===== src/rtl/tank_level_controller.sv =====
// rtl/tank_level_controller.sv - closed-loop fill/consume supervisor for one tank
//
// Primes an empty tank, keeps the level inside a LOW_TH..HIGH_TH hysteresis
// band, drains on overfill, gates consumer demand on a safe level, and latches
// a fault on a persistent tank error or a fill that stops raising the level.
//
// Ports:
//   clk          clock, all logic on the rising edge
//   rst_n        asynchronous active-low reset
//   enable       run request; 0 returns to IDLE (the only exit from FAULT)
//   demand       consumer wants to draw
//   height       tank level, unsigned
//   error        tank out-of-range flag
//   fill         registered fill drive to the tank
//   consume      registered consume drive to the tank
//   alarm        registered, 1 while in FAULT
//   state        IDLE=0, PRIME=1, REGULATE=2, DRAIN=3, FAULT=4
//   cons_count   saturating count of cycles with consume=1

module tank_level_controller #(
   parameter int unsigned LOW_TH       = 40,
   parameter int unsigned HIGH_TH      = 90,
   parameter int unsigned MAX_H        = 100,
   parameter int unsigned MIN_H        = 30,
   parameter int unsigned ERR_LIMIT    = 4,
   parameter int unsigned FILL_TIMEOUT = 64
) (
   input  logic        clk,
   input  logic        rst_n,
   input  logic        enable,
   input  logic        demand,
   input  logic [7:0]  height,
   input  logic        error,
   output logic        fill,
   output logic        consume,
   output logic        alarm,
   output logic [2:0]  state,
   output logic [15:0] cons_count
);

   localparam int unsigned ERR_W = $clog2(ERR_LIMIT + 1);
   localparam int unsigned WD_W  = $clog2(FILL_TIMEOUT + 1);

   // Counters fault when the *next* value would hit the limit, so compare
   // the current value against limit-1.
   localparam logic [ERR_W-1:0] ERR_LAST = ERR_W'(ERR_LIMIT - 1);
   localparam logic [WD_W-1:0]  WD_LAST  = WD_W'(FILL_TIMEOUT - 1);

   localparam logic [7:0] LOW_H  = 8'(LOW_TH);
   localparam logic [7:0] HIGH_H = 8'(HIGH_TH);
   localparam logic [7:0] MAX_HB = 8'(MAX_H);
   localparam logic [7:0] MIN_HB = 8'(MIN_H);

   typedef enum logic [2:0] {
      ST_IDLE     = 3'd0,
      ST_PRIME    = 3'd1,
      ST_REGULATE = 3'd2,
      ST_DRAIN    = 3'd3,
      ST_FAULT    = 3'd4
   } state_t;

   state_t           state_q;
   logic             fill_q;
   logic             consume_q;
   logic             alarm_q;
   logic [15:0]      cons_count_q, cons_count_d;
   logic [ERR_W-1:0] err_cnt_q, err_cnt_d;
   logic [WD_W-1:0]  wd_q, wd_d;
   logic [7:0]       prev_q;
   logic             err_fault;
   logic             wd_fault;
   logic             band_fill_d;
   logic             gated_consume_d;

   always_comb begin
      // Error counter only runs once the tank is primed; it reports error
      // while filling from empty.
      err_cnt_d = '0;
      err_fault = 1'b0;
      if ((state_q == ST_REGULATE || state_q == ST_DRAIN) && error) begin
         if (err_cnt_q == ERR_LAST) begin
            err_fault = 1'b1;
         end else begin
            err_cnt_d = err_cnt_q + ERR_W'(1);
         end
      end

      // Watchdog counts fill cycles that fail to raise the level.
      wd_d     = '0;
      wd_fault = 1'b0;
      if (fill_q && (state_q == ST_PRIME || state_q == ST_REGULATE) &&
          !(height > prev_q)) begin
         if (wd_q == WD_LAST) begin
            wd_fault = 1'b1;
         end else begin
            wd_d = wd_q + WD_W'(1);
         end
      end

      // Hysteresis: set below LOW, clear at/above HIGH, hold in between.
      if (height < LOW_H) begin
         band_fill_d = 1'b1;
      end else if (height >= HIGH_H) begin
         band_fill_d = 1'b0;
      end else begin
         band_fill_d = fill_q;
      end

      gated_consume_d = demand && (height > MIN_HB);

      cons_count_d = cons_count_q;
      if (consume_q && cons_count_q != 16'hFFFF) begin
         cons_count_d = cons_count_q + 16'd1;
      end
   end

   always_ff @(posedge clk or negedge rst_n) begin
      if (!rst_n) begin
         state_q      <= ST_IDLE;
         fill_q       <= 1'b0;
         consume_q    <= 1'b0;
         alarm_q      <= 1'b0;
         cons_count_q <= '0;
         err_cnt_q    <= '0;
         wd_q         <= '0;
         prev_q       <= '0;
      end else begin
         prev_q       <= height;
         cons_count_q <= cons_count_d;

         if (err_fault || wd_fault) begin
            state_q   <= ST_FAULT;
            fill_q    <= 1'b0;
            consume_q <= 1'b0;
            alarm_q   <= 1'b1;
            err_cnt_q <= '0;
            wd_q      <= '0;
         end else if (!enable) begin
            state_q   <= ST_IDLE;
            fill_q    <= 1'b0;
            consume_q <= 1'b0;
            alarm_q   <= 1'b0;
            err_cnt_q <= '0;
            wd_q      <= '0;
         end else begin
            err_cnt_q <= err_cnt_d;
            wd_q      <= wd_d;
            case (state_q)
               ST_IDLE: begin
                  state_q   <= ST_PRIME;
                  fill_q    <= 1'b1;
                  consume_q <= 1'b0;
                  alarm_q   <= 1'b0;
               end
               ST_PRIME: begin
                  alarm_q <= 1'b0;
                  if (height >= LOW_H) begin
                     state_q   <= ST_REGULATE;
                     fill_q    <= band_fill_d;
                     consume_q <= gated_consume_d;
                  end else begin
                     fill_q    <= 1'b1;
                     consume_q <= 1'b0;
                  end
               end
               ST_REGULATE: begin
                  alarm_q <= 1'b0;
                  if (height > MAX_HB) begin
                     state_q   <= ST_DRAIN;
                     fill_q    <= 1'b0;
                     consume_q <= 1'b1;
                  end else begin
                     fill_q    <= band_fill_d;
                     consume_q <= gated_consume_d;
                  end
               end
               ST_DRAIN: begin
                  alarm_q <= 1'b0;
                  fill_q  <= 1'b0;
                  if (height <= HIGH_H) begin
                     state_q   <= ST_REGULATE;
                     consume_q <= gated_consume_d;
                  end else begin
                     consume_q <= 1'b1;
                  end
               end
               ST_FAULT: begin
                  fill_q    <= 1'b0;
                  consume_q <= 1'b0;
                  alarm_q   <= 1'b1;
               end
               default: begin
                  state_q   <= ST_IDLE;
                  fill_q    <= 1'b0;
                  consume_q <= 1'b0;
                  alarm_q   <= 1'b0;
               end
            endcase
         end
      end
   end

   assign fill       = fill_q;
   assign consume    = consume_q;
   assign alarm      = alarm_q;
   assign state      = state_q;
   assign cons_count = cons_count_q;

endmodule

===== config.mk =====
export PLATFORM = sky130hd
export DESIGN_NAME = tank_level_controller
export DESIGN_NICKNAME = d
export VERILOG_FILES = /design/src/rtl/tank_level_controller.sv
export SDC_FILE = /design/constraint.sdc
export NUM_CORES = 1
export LEC_CHECK = 0
export BUFFER_PORTS_ARGS = -buffer_cell sky130_fd_sc_hd__buf_4
export CORE_ASPECT_RATIO = 1.1
export CORE_MARGIN = 1.5
export CORE_UTILIZATION = 35
export CTS_CLUSTER_DIAMETER = 150
export CTS_CLUSTER_SIZE = 28
export DETAILED_ROUTE_END_ITERATION = 12
export PLACE_DENSITY_LB_ADDON = 0.12
export SLEW_MARGIN = 20
export SYNTH_ARGS = -nofsm -noshare
export SYNTH_HDL_FRONTEND = slang
export SYNTH_SLANG_ARGS = --single-unit

===== constraint.sdc =====
create_clock -name clk -period 2.8 [get_ports clk]
set_clock_uncertainty 0.15 [all_clocks]
set_input_delay 0.56 -clock clk [delete_from_list [all_inputs] [get_ports clk]]
set_output_delay 0.56 -clock clk [all_outputs]
set_load 0.03 [all_outputs]

==> results.cfg, run 1 <==
[drt]
drtIter0Drc = 34
wl_um = 4070
drc = 0
ant_nets = 0
viasPerCell = 5.01
detail_route.wl_per_cell_um = 13.2
first_pass_iters = 4
via_count = 1542

[synth]
ys.flop_type = dfrtp_1
postSynthAreaPerCell_um2 = 10.5
ys_ff_latch = 40
yosysWarnings = 0
synthArstFlopShare = 1.00
syn-cell-area_mm2 = 0.00202
syn_inst = 192
seq_area_frac_synth = 0.495
yosys.cell_types.count = 39
synth_edf_count = 0
synth_nets = 216

[global_routing]
met2_usage = 0.246
use_met3 = 0.0400
grtUsageMet1 = 0.170
grt_pass1_vias = 1446
grt_start_max_net_pins = 41
grt_busiest_layer = met2
grt_overflow = 0
track_usage = 0.143
grt_pass1_wl_um = 6600
antenna_found_initial = 0

[sta]
final.setup.tns_ns = 0
hold_viol_final = 0
final.period_utilization = 0.767
fin_crit_ns = 2.15
fmax_mhz = 466
relSlewSlack = 0.657
grt_setup_unrepaired = false
worst_slew_pin_slew_ns = 0.509
hold_slack_ns = 0.0800
setup_violations = 0
maxSlewViolCount = 0

[clock_network]
cts_setup_buffers = 0
htree_levels = 2
hold_buffers = 0
clock_latency_ns = 0.30
cts_resized = 0
clkTransAtPathRegs_ns = 0.08
cts-buffers-inserted = 5
clock_tree.buffer_depth = 2
root_buffer = clkbuf_8
cts_sinks = 40
tritoncts = built

[setup_path]
end_kind = flop
startpoint_type = flop
critPathMaxFanout = 7
criticalPathCategory = flop to flop
cp.arrival_ns = 2.18
cp.required_ns = 2.83
r2r_slack_ns = 0.65

[power]
ir_drop_v = 0.000262
leakage_nw = 1.11
power_mw = 1.36
pwr_density_cell_mw_per_mm2 = 556

[die]
coreArea_mm2 = 0.00547
row_count = 28
start_util = 0.370
die_area_mm2 = 0.00624
die_y_um = 82.7
io_pins = 35
die_w_um = 75.4

[flow_run]
cap_violations = 0

[placement]
port_buffers = 34
gp_congestion = 0.804
dpl.hpwl_um = 3000
dp.cells = 300

[final_layout]
n_antenna_cell = 0
drive_gt1_frac = 0.215
nNetsFinal = 256
final_cells = 308
syn2layout_area_growth_pct = 21.4

[min_path]
hp-class = input pin to async pin

[status]
status = complete, no violations
-- final cells by class --
class                           count  area, um^2
Fill cell                         570        3010
Sequential cell                    40        1000
Multi-Input combinational cell    139         970
Timing Repair Buffer               34         255
Tap cell                           75        93.8
Clock buffer                        5        68.8
Inverter                           12        45.0
Clock inverter                      3        18.8
-- cells by family (layout without fill, tap and decap cells) --
group,Yosys count,count (layout),synth area share
adders and majority gates,11,11,0.0681
AOI/OAI and AO/OA,32,32,0.104
xor gates and xnor gates,15,15,0.0650
muxes,3,3,0.0167
and+or+nand+nor,78,78,0.226
buffers and inverters,13,54,0.0248
DFF,40,40,0.495
-- worst max-delay path, stage by stage, from the launching register on --
cell     delay (ns)
dfrtp_1        0.47
nand4_1        0.22
nor4_1         0.47
nand2_1        0.22
nand2_1        0.16
mux2_2         0.34
-- where the power goes --
part           switching (mW)  internal (mW)  leakage [nW]  total, mW
sequential             0.0524          0.623         0.529      0.675
clock                   0.208          0.174        0.0479      0.382
combinational           0.180          0.126         0.537      0.306
-- worst paths after layout --
path	startpoint	to	depth (start not counted)
worst max-delay path	cons_count[7]$_DFFE_PN0P_	cons_count[1]$_DFFE_PN0P_	5
worst max register to register	cons_count[7]$_DFFE_PN0P_	cons_count[1]$_DFFE_PN0P_	5
worst min-delay path	rst_n	cons_count[10]$_DFFE_PN0P_	1
min in group clk	height[0]	prev_q[0]$_DFF_PN0_	1
max in group asynchronous	rst_n	state[0]$_DFFE_PN0P_	1
worst min register to register	err_cnt_q[0]$_DFF_PN0_	err_cnt_q[0]$_DFF_PN0_	1
-- through the flow --
stage	utilization	worst slack, ns	area [um^2]
4_1_cts	0.449	0.642	2450
6_report	0.449	0.652	2450
3_3_place_gp	0.433	0.458	2360
5_1_grt	0.449	0.497	2450
3_5_place_dp	0.433	0.439	2360
2_1_floorplan	-	0.737	2020
-- cell usage in the layout, fill, tap and decap left out, drive strengths merged, types with 3 or more instances in the layout --
cell type and instances:
nand3 9, a31oi 3, ha 11, nor2b 3
xnor2 12, a21oi 10, nand3b 3, nor4 5
nand4 10, nor2 9, nor3 7, nand2 12
nand2b 3, xor2 3, dfrtp 40, nor3b 4
inv 12, buf 34, mux2 3, clkinv 3
o21ai 9, clkbuf 5, and3 5
-- flip-flops by register name (all words and copies together), names as in the netlist --
signal / flops
state: 3
err_cnt_q: 3
prev_q: 8
consume: 1
fill: 1
wd_q: 7
cons_count: 16
alarm: 1
-- per-layer routing --
layer,share of wire,routed length [um],up-vias
li1,-,-,783
met1,0.45,1810,722
met2,0.51,2060,35
met3,0.043,176,2
met4,0.0052,21,0
met5,0,0,-
-- cell usage after synthesis (all sizes together), types with 4 or more instances --
master	n	area, um^2
o21ai	9	45.0
nor2	9	33.8
ha	11	138
dfrtp	40	1000
nand3	9	45.0
and3	5	31.3
a21oi	10	50.1
inv	12	45.0
nand4	10	62.6
nor3	7	40.0
nor3b	4	35.0
xnor2	12	105
nor4	5	31.3
nand2	12	45.0
Power figures use the tool's default switching activity.
==> inputs of run 2 (changes only) <==
clock period = 2.05 ns   (was 2.8 ns; I/O delays follow)
==> results.cfg, run 2 (synthesis gave the netlist of run 1 again) <==
[clock_network]
root_buffer = clkbuf_8
cts_sinks = 40
clock_tree.buffer_depth = 2
tritoncts = built
clkTransAtPathRegs_ns = 0.08
cts-buffers-inserted = 5
htree_levels = 2
clock_latency_ns = 0.29

[die]
io_pins = 35
row_count = 28
coreArea_mm2 = 0.00547
die_area_mm2 = 0.00624
die_y_um = 82.7
die_w_um = 75.4
start_util = 0.370

[drt]
viasPerCell = 4.91
detail_route.wl_per_cell_um = 12.9
ant_nets = 0
wl_um = 4270
drtIter0Drc = 58
via_count = 1621
drc = 0
first_pass_iters = 4

[flow_run]
cap_violations = 0

[sta]
setup_violations = 0
final.period_utilization = 0.955
fmax_mhz = 511
grt_setup_unrepaired = true
fin_crit_ns = 1.96
final.setup.tns_ns = 0
setup_ws_ns = 0.0917
worst_slew_pin_slew_ns = 0.507
hold_slack_ns = 0.130
relSlewSlack = 0.662
hold_viol_final = 0
maxSlewViolCount = 0

[setup_path]
criticalPathCategory = flop to flop
end_kind = flop
startpoint_type = flop
cp.arrival_ns = 2.00
cp.required_ns = 2.09
r2r_cells = 6
critPathMaxFanout = 7

[global_routing]
grt_overflow = 0
antenna_found_initial = 0
grt_start_max_net_pins = 41
grt_pass1_wl_um = 7110
track_usage = 0.153
grt_pass1_vias = 1547

[min_path]
min_delay_path_depth = 1
hp-class = input pin to flop

[final_layout]
final_cells = 330
final_common_cell = buf_4
final_cell_mix = buf_4, dfrtp_1, inv_1, xnor2_1, nand2_1
syn2layout_area_growth_pct = 31.1
largest_reg_flops = 16
n_antenna_cell = 0
nNetsFinal = 278
drive_gt1_frac = 0.290
nFillCells = 538
fin_util = 0.485
fin_area_mm2 = 0.00265

[placement]
dp.cells = 321
placed_area_mm2 = 0.00252
port_buffers = 34
dpl.hpwl_um = 3200
pre_cts_ws_ns = -0.0400
gp_congestion = 0.750

[status]
status = complete, no violations

[power]
power_mw = 2.03
ir_drop_v = 0.000379
leakage_nw = 1.23
pwr_density_cell_mw_per_mm2 = 767
[run 2: cell count changes in the layout (fill, tap and decap cells not counted), sizes merged]
cell and delta:
buf +21, clkbuf +1, bufinv +1, clkinv -2, dlygate4sd3 +1
[run 2: area by class of cell]
cell class / instances / area, um^2 / area share
clock buffers: 6 / 72.6 / 0.0274
clock inverters: 2 / 35.0 / 0.0132
inverters: 12 / 45.0 / 0.0170
multi-input cells: 139 / 977 / 0.369
flip-flops and latches: 40 / 1000 / 0.379
well taps: 75 / 93.8 / 0.0354
repair buffers: 56 / 423 / 0.160
[run 2: final timing paths]
kind,end,startpoint,slack [ns]
max in group asynchronous,cons_count[7]$_DFFE_PN0P_,rst_n,0.89
min in group asynchronous,cons_count[11]$_DFFE_PN0P_,rst_n,0.48
max,err_cnt_q[0]$_DFF_PN0_,wd_q[0]$_DFF_PN0_,0.09
min reg2reg,err_cnt_q[0]$_DFF_PN0_,err_cnt_q[0]$_DFF_PN0_,0.30
max reg2reg,err_cnt_q[0]$_DFF_PN0_,wd_q[0]$_DFF_PN0_,0.09
min,prev_q[2]$_DFF_PN0_,height[2],0.13
[run 2: power by group]
part / total (mW) / internal (mW) / leakage, nW / switching (mW)
clock: 0.636 / 0.361 / 0.0552 / 0.274
sequential: 0.898 / 0.851 / 0.525 / 0.0473
combinational: 0.498 / 0.217 / 0.647 / 0.281
[run 2: timing repair]
| item | in CTS | in global routing |
|---|---|---|
| hold buffers | 1 | 0 |
| gates resized for setup | 0 | 2 |
| setup endpoints to repair | 0 | 9 |
| buffers inserted | 0 | 0 |
| endpoints found under the hold margin | 40 | 0 |
[run 2: worst max-delay path, cell delays in order, from the launching register on]
cell and delay, ns:
dfrtp_1 0.39, ha_1 0.23, and3_1 0.20, and4b_1 0.24, a31oi_2 0.24, o31ai_4 0.15
nor4b_1 0.25
[run 2: per-layer routing]
metal | GRT usage | vias to the layer above | part of all wire
met5 | 0 | - | 0
met4 | 0.0482 | 0 | 0.013
met3 | 0.0449 | 5 | 0.044
met2 | 0.263 | 30 | 0.49
met1 | 0.181 | 758 | 0.46
li1 | - | 828 | -
==> inputs of run 3 (changes only) <==
CORE_ASPECT_RATIO = unset   (was 1.1)
CORE_MARGIN = 1   (was 1.5)
==> results.cfg, run 3 (synthesis gave the netlist of run 1 again) <==
[sta]
final.period_utilization = 0.935
hold_slack_ns = 0.106
maxSlewViolCount = 0
hold_viol_final = 0
setup_ws_ns = 0.134
fin_crit_ns = 1.92
grt_setup_unrepaired = false
final.setup.tns_ns = 0
relSlewSlack = 0.657
fmax_mhz = 522
setup_violations = 0
worst_slew_pin_slew_ns = 0.514

[setup_path]
end_kind = flop
r2r_cells = 6
critical_path.cell_chain = ha_1 -> and3_1 -> and4b_1 -> nand2_1 -> o31ai_4 -> nor2_1
cp.required_ns = 2.07
crit_buf_inv = 0
crit_family = simple AND/OR/NAND/NOR gates
worst_path_max_delay_cell = o31ai_4
rr_startpoint = wd_q[0]$_DFF_PN0_
max_stage_delay_ns = 0.44
criticalPathCategory = flop to flop
startpoint_type = flop
critPathMaxFanout = 7
r2r_slack_ns = 0.13
cp.arrival_ns = 1.94
r2r_end = err_cnt_q[1]$_DFF_PN0_

[placement]
gp_congestion = 0.732
dpl.hpwl_um = 3240
pre_cts_ws_ns = -0.0750
port_buffers = 34

[global_routing]
grt_pass1_vias = 1611
grt_start_max_net_pins = 41
antenna_found_initial = 0
grt_pass1_wl_um = 7340
track_usage = 0.155
grt_overflow = 0

[die]
row_count = 27
coreArea_mm2 = 0.00554
die_w_um = 78.0
die_y_um = 78.0
die_area_mm2 = 0.00608
io_pins = 35
start_util = 0.365

[power]
sw_frac_of_total = 0.316
internal_power_mw = 1.34
power.net_switching_uw = 620
seqPwrFrac = 0.460
pwr-share-clk = 0.284
pwr_density_cell_mw_per_mm2 = 737
ir_drop_v = 0.000507
leakage_nw = 1.23
pwr-share-comb = 0.256

[clock_network]
htree_levels = 2
clock_tree.buffer_depth = 2
cts_sinks = 40
cts-buffers-inserted = 5
clkTransAtPathRegs_ns = 0.08
root_buffer = clkbuf_8
tritoncts = built
clock_latency_ns = 0.29

[drt]
wl_um = 4310
detail_route.wl_per_cell_um = 13.0
via_count = 1683
drtIter0Drc = 58
ant_nets = 0
first_pass_iters = 4
viasPerCell = 5.10
drc = 0

[final_layout]
nNetsFinal = 281
n_antenna_cell = 0
final_cell_mix = buf_4, dfrtp_1, inv_1, xnor2_1, nand2_1
drive_gt1_frac = 0.306
syn2layout_area_growth_pct = 31.9
final_common_cell = buf_4
largest_reg_flops = 16

[status]
status = complete, no violations

[min_path]
min_delay_path_depth = 1
holdPathEnd = prev_q[0]$_DFF_PN0_
hp-class = input pin to flop
hold_start = height[0]

[flow_run]
cap_violations = 0
## run 3: cell count changes in the layout (fill, tap and decap cells not counted), sizes merged
| cell | delta |
|---|---|
| bufinv | -1 |
| clkinv | -1 |
| clkinvlp | +2 |
| buf | +3 |
## run 3: power by group through the flow
stage	logic [mW]	clock network (mW)	registers, mW
6_report	0.502	0.558	0.903
5_1_grt	0.560	0.603	0.913
4_1_cts	0.504	0.583	0.903
3_5_place_dp	0.501	0	0.919
3_3_place_gp	0.498	0	0.918
2_1_floorplan	0.155	0	1.03
## run 3: worst max-delay path by stage
stage / depth (start not counted) / slack, ns / endpoint / from
after global placement: 7 / -0.07 / wd_q[2]$_DFF_PN0_ / height[1]
after floorplan: 5 / 0.02 / cons_count[1]$_DFFE_PN0P_ / cons_count[9]$_DFFE_PN0P_
after CTS: 7 / 0.09 / err_cnt_q[0]$_DFF_PN0_ / wd_q[0]$_DFF_PN0_
after detailed placement: 7 / -0.07 / wd_q[2]$_DFF_PN0_ / height[1]
after global routing: 6 / 0.001 / state[1]$_DFFE_PN0P_ / wd_q[0]$_DFF_PN0_
final: 6 / 0.13 / err_cnt_q[1]$_DFF_PN0_ / wd_q[0]$_DFF_PN0_
## run 3: area by class of cell
class | instances | area, um^2
well taps | 72 | 90.1
multi-input cells | 139 | 983
clock inverters | 2 | 15.0
repair buffers | 59 | 445
inverters | 12 | 45.0
flip-flops and latches | 40 | 1000
fillers | 562 | 2880
clock buffers | 6 | 82.6
## run 3: what timing repair did
| action | in CTS | in global routing |
|---|---|---|
| hold endpoints to repair | 40 | 0 |
| resized for setup | 0 | 3 |
| buffers inserted | 0 | 0 |
| endpoints found under the setup margin | 0 | 5 |
| hold buffers | 1 | 0 |
## run 3: metal layers
metal	global-route usage	wire length, um	vias to the layer above
li1	-	-	832
met1	0.206	2040	810
met2	0.244	2030	39
met3	0.0435	214	2
met4	0.0481	19	0
met5	0	0	-
## run 3: metrics by stage
stage / instances / utilization / area [um^2] / power, mW
final: 330 / 0.481 / 2670 / 1.96
after detailed placement: 321 / 0.459 / 2540 / 1.42
after global placement: 321 / 0.459 / 2540 / 1.42
after floorplan: 192 / - / 2020 / 1.19
after global routing: 330 / 0.481 / 2670 / 2.08
after CTS: 330 / 0.479 / 2650 / 1.99
